[config.mk]
export PLATFORM = sky130hd
export DESIGN_NAME = mac_seq32
export DESIGN_NICKNAME = d
export VERILOG_FILES = /design/src/rtl/mac_seq32.sv
export SDC_FILE = /design/constraint.sdc
export NUM_CORES = 1
export LEC_CHECK = 0
export ABC_CLOCK_PERIOD_IN_PS = 8200
export CAP_MARGIN = 20
export CORE_MARGIN = 2
export CORE_UTILIZATION = 56
export DETAILED_ROUTE_END_ITERATION = 6
export DONT_BUFFER_PORTS = 1
export PLACE_DENSITY_LB_ADDON = 0.25
export REMOVE_ABC_BUFFERS = 1
export SKIP_CTS_REPAIR_TIMING = 1
export SYNTH_ARGS = -nofsm -noshare
export SYNTH_HDL_FRONTEND = slang
export SYNTH_SLANG_ARGS = --single-unit
[constraint.sdc]
create_clock -name clock -period 8.2 [get_ports clock]
set_clock_uncertainty 0.05 [all_clocks]
set_input_delay 1.64 -clock clock [delete_from_list [all_inputs] [get_ports clock]]
set_output_delay 1.64 -clock clock [all_outputs]
set_load 0.01 [all_outputs]
[src/rtl/mac_seq32.sv]
// Sequential 32x32 multiplier (RISC-V MUL/MULH/MULHSU/MULHU) on an external 16x16 unsigned DSP.
// Optional feature: define MAC_SEQ_ZERO_SKIP_EN to short-circuit zero operands straight to DONE.
module mac_seq32 #(
  parameter int unsigned DSP_LAT = 1
) (
  input  logic        clock,
  input  logic        IRSTTOP,
  input  logic        req_valid,
  output logic        req_ready,
  input  logic [31:0] req_a,
  input  logic [31:0] req_b,
  input  logic [1:0]  req_funct,
  output logic [15:0] dsp_a,
  output logic [15:0] dsp_b,
  output logic        dsp_ce,
  input  logic [31:0] dsp_o,
  output logic        rsp_valid,
  input  logic        rsp_ready,
  output logic [31:0] rsp_data,
  output logic        busy
);

  typedef enum logic [2:0] {
    IDLE  = 3'd0,
    ISSUE = 3'd1,
    DRAIN = 3'd2,
    FIX   = 3'd3,
    DONE  = 3'd4
  } state_t;

  localparam logic [1:0] FunctMul    = 2'b00;
  localparam logic [1:0] FunctMulh   = 2'b01;
  localparam logic [1:0] FunctMulhsu = 2'b10;
  localparam logic [2:0] LatW        = 3'(DSP_LAT);

  state_t      state;
  logic [31:0] a_q;
  logic [31:0] b_q;
  logic [1:0]  funct_q;
  logic [63:0] acc;
  logic [2:0]  cyc;

  logic        zero_hit;
  logic [2:0]  cap_k;
  logic        cap_en;
  logic [63:0] prod_sh;
  logic [63:0] sub_a;
  logic [63:0] sub_b;
  logic [63:0] acc_fix;
  logic [1:0]  next_k;

`ifdef MAC_SEQ_ZERO_SKIP_EN
  assign zero_hit = (req_a == 32'd0) || (req_b == 32'd0);
`else
  assign zero_hit = 1'b0;
`endif

  assign req_ready = (state == IDLE);
  assign busy      = (state != IDLE);

  // Pair k leaves the DSP DSP_LAT cycles after it was issued; cyc < LatW wraps cap_k to >= 4.
  assign cap_k  = cyc - LatW;
  assign cap_en = ((state == ISSUE) || (state == DRAIN)) && !cap_k[2];
  assign next_k = cyc[1:0] + 2'd1;

  always_comb begin
    prod_sh = 64'd0;
    unique case (cap_k[1:0])
      2'd0:    prod_sh = {32'd0, dsp_o};
      2'd1:    prod_sh = {16'd0, dsp_o, 16'd0};
      2'd2:    prod_sh = {16'd0, dsp_o, 16'd0};
      default: prod_sh = {dsp_o, 32'd0};
    endcase
  end

  // Signed correction of the unsigned product: subtract the other operand shifted up by 32
  // for every operand that is treated as signed and negative.
  always_comb begin
    sub_a = 64'd0;
    sub_b = 64'd0;
    if (((funct_q == FunctMulh) || (funct_q == FunctMulhsu)) && a_q[31]) begin
      sub_a = {b_q, 32'd0};
    end
    if ((funct_q == FunctMulh) && b_q[31]) begin
      sub_b = {a_q, 32'd0};
    end
    acc_fix = acc - sub_a - sub_b;
  end

  always_ff @(posedge clock or posedge IRSTTOP) begin
    if (IRSTTOP) begin
      state     <= IDLE;
      a_q       <= 32'd0;
      b_q       <= 32'd0;
      funct_q   <= 2'd0;
      acc       <= 64'd0;
      cyc       <= 3'd0;
      dsp_a     <= 16'd0;
      dsp_b     <= 16'd0;
      dsp_ce    <= 1'b0;
      rsp_valid <= 1'b0;
      rsp_data  <= 32'd0;
    end else begin
      unique case (state)
        IDLE: begin
          if (req_valid) begin
            a_q     <= req_a;
            b_q     <= req_b;
            funct_q <= req_funct;
            acc     <= 64'd0;
            cyc     <= 3'd0;
            if (zero_hit) begin
              state     <= DONE;
              rsp_valid <= 1'b1;
              rsp_data  <= 32'd0;
            end else begin
              state  <= ISSUE;
              dsp_a  <= req_a[15:0];
              dsp_b  <= req_b[15:0];
              dsp_ce <= 1'b1;
            end
          end
        end
        ISSUE: begin
          cyc <= cyc + 3'd1;
          if (cap_en) begin
            acc <= acc + prod_sh;
          end
          if (cyc[1:0] != 2'd3) begin
            dsp_a <= next_k[1] ? a_q[31:16] : a_q[15:0];
            dsp_b <= next_k[0] ? b_q[31:16] : b_q[15:0];
          end else if (DSP_LAT == 0) begin
            state  <= FIX;
            dsp_ce <= 1'b0;
          end else begin
            state <= DRAIN;
          end
        end
        DRAIN: begin
          cyc <= cyc + 3'd1;
          if (cap_en) begin
            acc <= acc + prod_sh;
          end
          if (cyc == (LatW + 3'd3)) begin
            state  <= FIX;
            dsp_ce <= 1'b0;
          end
        end
        FIX: begin
          acc       <= acc_fix;
          rsp_data  <= (funct_q == FunctMul) ? acc_fix[31:0] : acc_fix[63:32];
          rsp_valid <= 1'b1;
          state     <= DONE;
        end
        DONE: begin
          if (rsp_ready) begin
            rsp_valid <= 1'b0;
            state     <= IDLE;
          end
        end
        default: state <= IDLE;
      endcase
    end
  end

endmodule

==> results.txt <==
* Run status: finished clean
- After layout, the worst path uses 62.7% of the clock period.
- The largest single stage delay on the critical path is 0.54 ns.
- Library cell with the highest instance count after synthesis: sky130_fd_sc_hd__dfrtp_1
- For this run the aggregate overflow at the end of global routing stands at 0.
* Initial DRT Pass Iterations: 7
- TritonCTS built the clock tree.
- The number of global-route vias before repair was 13200.
- Summed instance area of the synthesized netlist: 15700 sq um
- RSZ-0062 raised after global routing: false
- Std-Cell Rows: 61
- Of the post-synthesis cell area, the dominant cell type holds 32.2%.
* Mean number of vias per cell: 6.30
- Buffers inserted during clock tree synthesis total 24.
* Kind of capture point of the worst setup path: flip-flop
- In this run, synthesis produced a sequential element count of 202.
- The longest clock path from root to sink contains 3 buffers.
- Global Route Usage Sum: 34.4%
- The path class of the tightest hold or removal check is reg -> reg.
- Synth warnings: 0
* Cell-by-cell trace of the critical path: buf_4 > inv_1 > ha_1 > buf_4 > nor2_2 > buf_4 > a22o_1 > ha_1 > nand2_1 > o21ai_0 > a221oi_1 > o221ai_1 > a22o_1 > o2111ai_1 > nand2_1 > a2111oi_0 > nand3_1
- Main synth FF type: sky130_fd_sc_hd__dfrtp_1
- For this design the top-level I/O count stands at 170.
- Critical path launch point type: flip-flop
- Dominant cell type by area after synthesis: sky130_fd_sc_hd__dfrtp_1
- Min-Delay Path Depth: 1
- The clock drives 202 sinks.
- The number of antenna diodes in the final layout is 0.
- The count of final hold-check violations came to 0.
* Average footprint of a synthesized cell: 8.62 sq um
- From bottom edge to top edge, the die measures 171 um.
- IO buf count: 0
- The synthesized netlist contains 75 unique library cells.
* Met1 usage: 45.5%
- For this run, design rule violations remaining after detail routing come to 0.
- The first global-routing pass estimated 76900 um of wire.
- For the worst setup path, the data arrival time is 5.49 ns.
- The die is 171 um wide.
* Max-slew violation count: 0
* Library cell appearing most often on the critical path: sky130_fd_sc_hd__buf_4
- Along the worst path, the maximum fanout reaches 36.
* Layout cell share with drive strength beyond 1: 8.67%
- Synth-to-layout area growth: 7.36%
- Worst rel slew slack: 20.6%
* Root buffer selected by CTS: sky130_fd_sc_hd__clkbuf_16
- Clock insertion delay at the later pin of the skew report: 0.56 ns
* NumNets Final: 1994
- Global-route met3 utilization: 5.25%
- The share of the Yosys chip area taken by registers is 32.2%.
- Clock-pin slew was measured on the worst setup and hold paths at 0.07 ns.
- Met2 Usage GRT: 58.0%
- STA puts the critical path data required time at 8.55 ns.
* Full die area: 29400 sq um
- The worst path in the final design needs a cycle of 5.14 ns, including I/O delays and setup.
- Achievable clock frequency: 195 MHz
* Antenna violations before repair: 0
- At the end of routability-driven placement, the weighted congestion stood at 1.02.
- Setup violations, final: 0
* Async set or reset register ratio after synthesis: 100%
- Yosys mapped a number of flops with a built-in enable equal to 0.
* Synthesized instance count: 1821
- Number of standard cells in the layout, taps in and fillers out: 2154
- CTS built an H-tree with a depth of 1.
* Post-DP HPWL: 38800 um
- Top post-synthesis cells by count: sky130_fd_sc_hd__dfrtp_1, sky130_fd_sc_hd__nand2_1, sky130_fd_sc_hd__a21oi_1
- Aggregate routed wire length: 50900 um
- In this run the most used layer during global routing was met2.
- Dividing the detail-routed wire length by the instance count gives 23.6 um.
- At the pin with the least slew margin, the transition time is 1.19 ns.
- The largest individual stage delay along the critical path comes from the cell sky130_fd_sc_hd__a2111oi_0.
* Core ar.: 27700 sq um
- R2R cell count: 17
- For this block, the initial DRC count from the detailed router was 1125.
- Number of maximum-capacitance constraint violations: 0
* Synth top area cells: sky130_fd_sc_hd__dfrtp_1, sky130_fd_sc_hd__ha_1, sky130_fd_sc_hd__a21oi_1
- Kind of critical path: reg -> reg
- After routing, the total negative slack on setup checks comes to 0 ns.
- Maximum number of pins on one net before global-route repair: 130
- Counting tap cells, the placed design contains a total of 2110 instances.
* Starting Density: 56.6%
- Kind of cell adding the most delay to the critical path: compound AO/OA/AOI/OAI gates
* Worst path bufs/invs: 4
* Count of vias placed by the detailed router: 13600
- Cell count along the critical path: 17
- In this run the remaining antenna-violating nets after routing total 0.
area by class of cell:
type	instances	area (sq um)
clock buffer	30	684
clock inverter	13	175
fill	2469	10900
inverter	125	477
multi-input combinational	1388	9790
sequential	202	5050
tap	378	473
timing repair buffer	18	188
worst register-to-register path, stage by stage, from the launching register on:
cell and delay [ns]:
sky130_fd_sc_hd__dfrtp_1 0.32, sky130_fd_sc_hd__buf_4 0.34, sky130_fd_sc_hd__inv_1 0.18, sky130_fd_sc_hd__ha_1 0.23, sky130_fd_sc_hd__buf_4 0.25, sky130_fd_sc_hd__nor2_2 0.12
sky130_fd_sc_hd__buf_4 0.38, sky130_fd_sc_hd__a22o_1 0.25, sky130_fd_sc_hd__ha_1 0.30, sky130_fd_sc_hd__nand2_1 0.25, sky130_fd_sc_hd__o21ai_0 0.25, sky130_fd_sc_hd__a221oi_1 0.46
sky130_fd_sc_hd__o221ai_1 0.25, sky130_fd_sc_hd__a22o_1 0.27, sky130_fd_sc_hd__o2111ai_1 0.32, sky130_fd_sc_hd__nand2_1 0.10, sky130_fd_sc_hd__a2111oi_0 0.54, sky130_fd_sc_hd__nand3_1 0.13
metrics by stage:
| step | utilization (%) | hold WS [ns] | area [sq um] | worst slack, ns |
|---|---|---|---|---|
| floorplan | - | 0.426 | 15300 | 0.999 |
| global placement | 57.4 | 0.444 | 15900 | 3.22 |
| detailed placement | 57.6 | 0.452 | 16000 | 3.14 |
| CTS | 60.7 | 0.465 | 16800 | 3.10 |
| global route | 60.8 | 0.494 | 16800 | 2.74 |
| finish | 60.8 | 0.461 | 16800 | 3.06 |
flip-flops by register name, indices dropped and copies added, names as in the netlist:
signal     flops
acc           64
a_q           32
b_q           32
rsp_data      32
dsp_a         16
dsp_b         16
cyc            3
state          3
funct_q        2
dsp_ce         1
rsp_valid      1
kinds of logic (layout without fill, tap and decap cells):
| family | Yosys count | after routing | synth area share (%) |
|---|---|---|---|
| adder cells (fa/ha/maj) | 133 | 133 | 12.1 |
| AO/OA/AOI/OAI | 538 | 538 | 21.6 |
| flip-flops | 202 | 202 | 32.2 |
| XOR/XNOR | 84 | 84 | 4.69 |
| multiplexers | 111 | 111 | 7.60 |
| buffers and inverters | 231 | 186 | 5.60 |
| AND/OR/NAND/NOR | 522 | 522 | 16.1 |
layer usage:
layer	vias to the layer above	part of all wire, %
met5	-	0
met4	0	3.0
met3	84	6.8
met2	467	48
met1	6675	43
li1	6343	-
worst paths after layout:
path | slack [ns] | from | to
hold reg to reg | 0.46 | b_q[31]$_DFFE_PP0P_ | b_q[31]$_DFFE_PP0P_
max in group asynchronous | 5.54 | IRSTTOP | dsp_b[9]$_DFFE_PP0P_
setup / recovery | 3.06 | cyc[0]$_DFFE_PP0P_ | acc[63]$_DFFE_PP0P_
min in group asynchronous | 1.07 | IRSTTOP | state[2]$_DFFE_PP0P_
setup reg to reg | 3.06 | cyc[0]$_DFFE_PP0P_ | acc[63]$_DFFE_PP0P_
hold / removal | 0.46 | b_q[31]$_DFFE_PP0P_ | b_q[31]$_DFFE_PP0P_
cells in the final DEF, fill, tap and decap left out, types with 12 or more instances in the layout:
| cell | synthesis | layout |
|---|---|---|
| sky130_fd_sc_hd__dfrtp_1 | 202 | 202 |
| sky130_fd_sc_hd__nand2_1 | 176 | 173 |
| sky130_fd_sc_hd__a21oi_1 | 166 | 165 |
| sky130_fd_sc_hd__o21ai_0 | 136 | 136 |
| sky130_fd_sc_hd__inv_1 | 124 | 123 |
| sky130_fd_sc_hd__nor2_1 | 119 | 118 |
| sky130_fd_sc_hd__ha_1 | 101 | 100 |
| sky130_fd_sc_hd__and3_1 | 78 | 78 |
| sky130_fd_sc_hd__mux2_2 | 65 | 65 |
| sky130_fd_sc_hd__xnor2_1 | 48 | 48 |
| sky130_fd_sc_hd__mux2i_1 | 46 | 46 |
| sky130_fd_sc_hd__and2_1 | 42 | 41 |
| sky130_fd_sc_hd__a21o_1 | 41 | 41 |
| sky130_fd_sc_hd__xor2_1 | 36 | 36 |
| sky130_fd_sc_hd__a22o_1 | 34 | 34 |
| sky130_fd_sc_hd__fa_1 | 32 | 32 |
| sky130_fd_sc_hd__clkbuf_16 | 0 | 25 |
| sky130_fd_sc_hd__nand4_1 | 23 | 23 |
| sky130_fd_sc_hd__nor3_1 | 21 | 21 |
| sky130_fd_sc_hd__a31oi_1 | 21 | 20 |
| sky130_fd_sc_hd__nand3_1 | 20 | 20 |
| sky130_fd_sc_hd__o21bai_1 | 18 | 18 |
| sky130_fd_sc_hd__o21ai_1 | 15 | 15 |
| sky130_fd_sc_hd__buf_4 | 1 | 15 |
| sky130_fd_sc_hd__o221ai_1 | 12 | 12 |
Power is left out: the tool's default activity adds up to more than one toggle a clock period on the data nets, which glitch-free logic cannot reach.
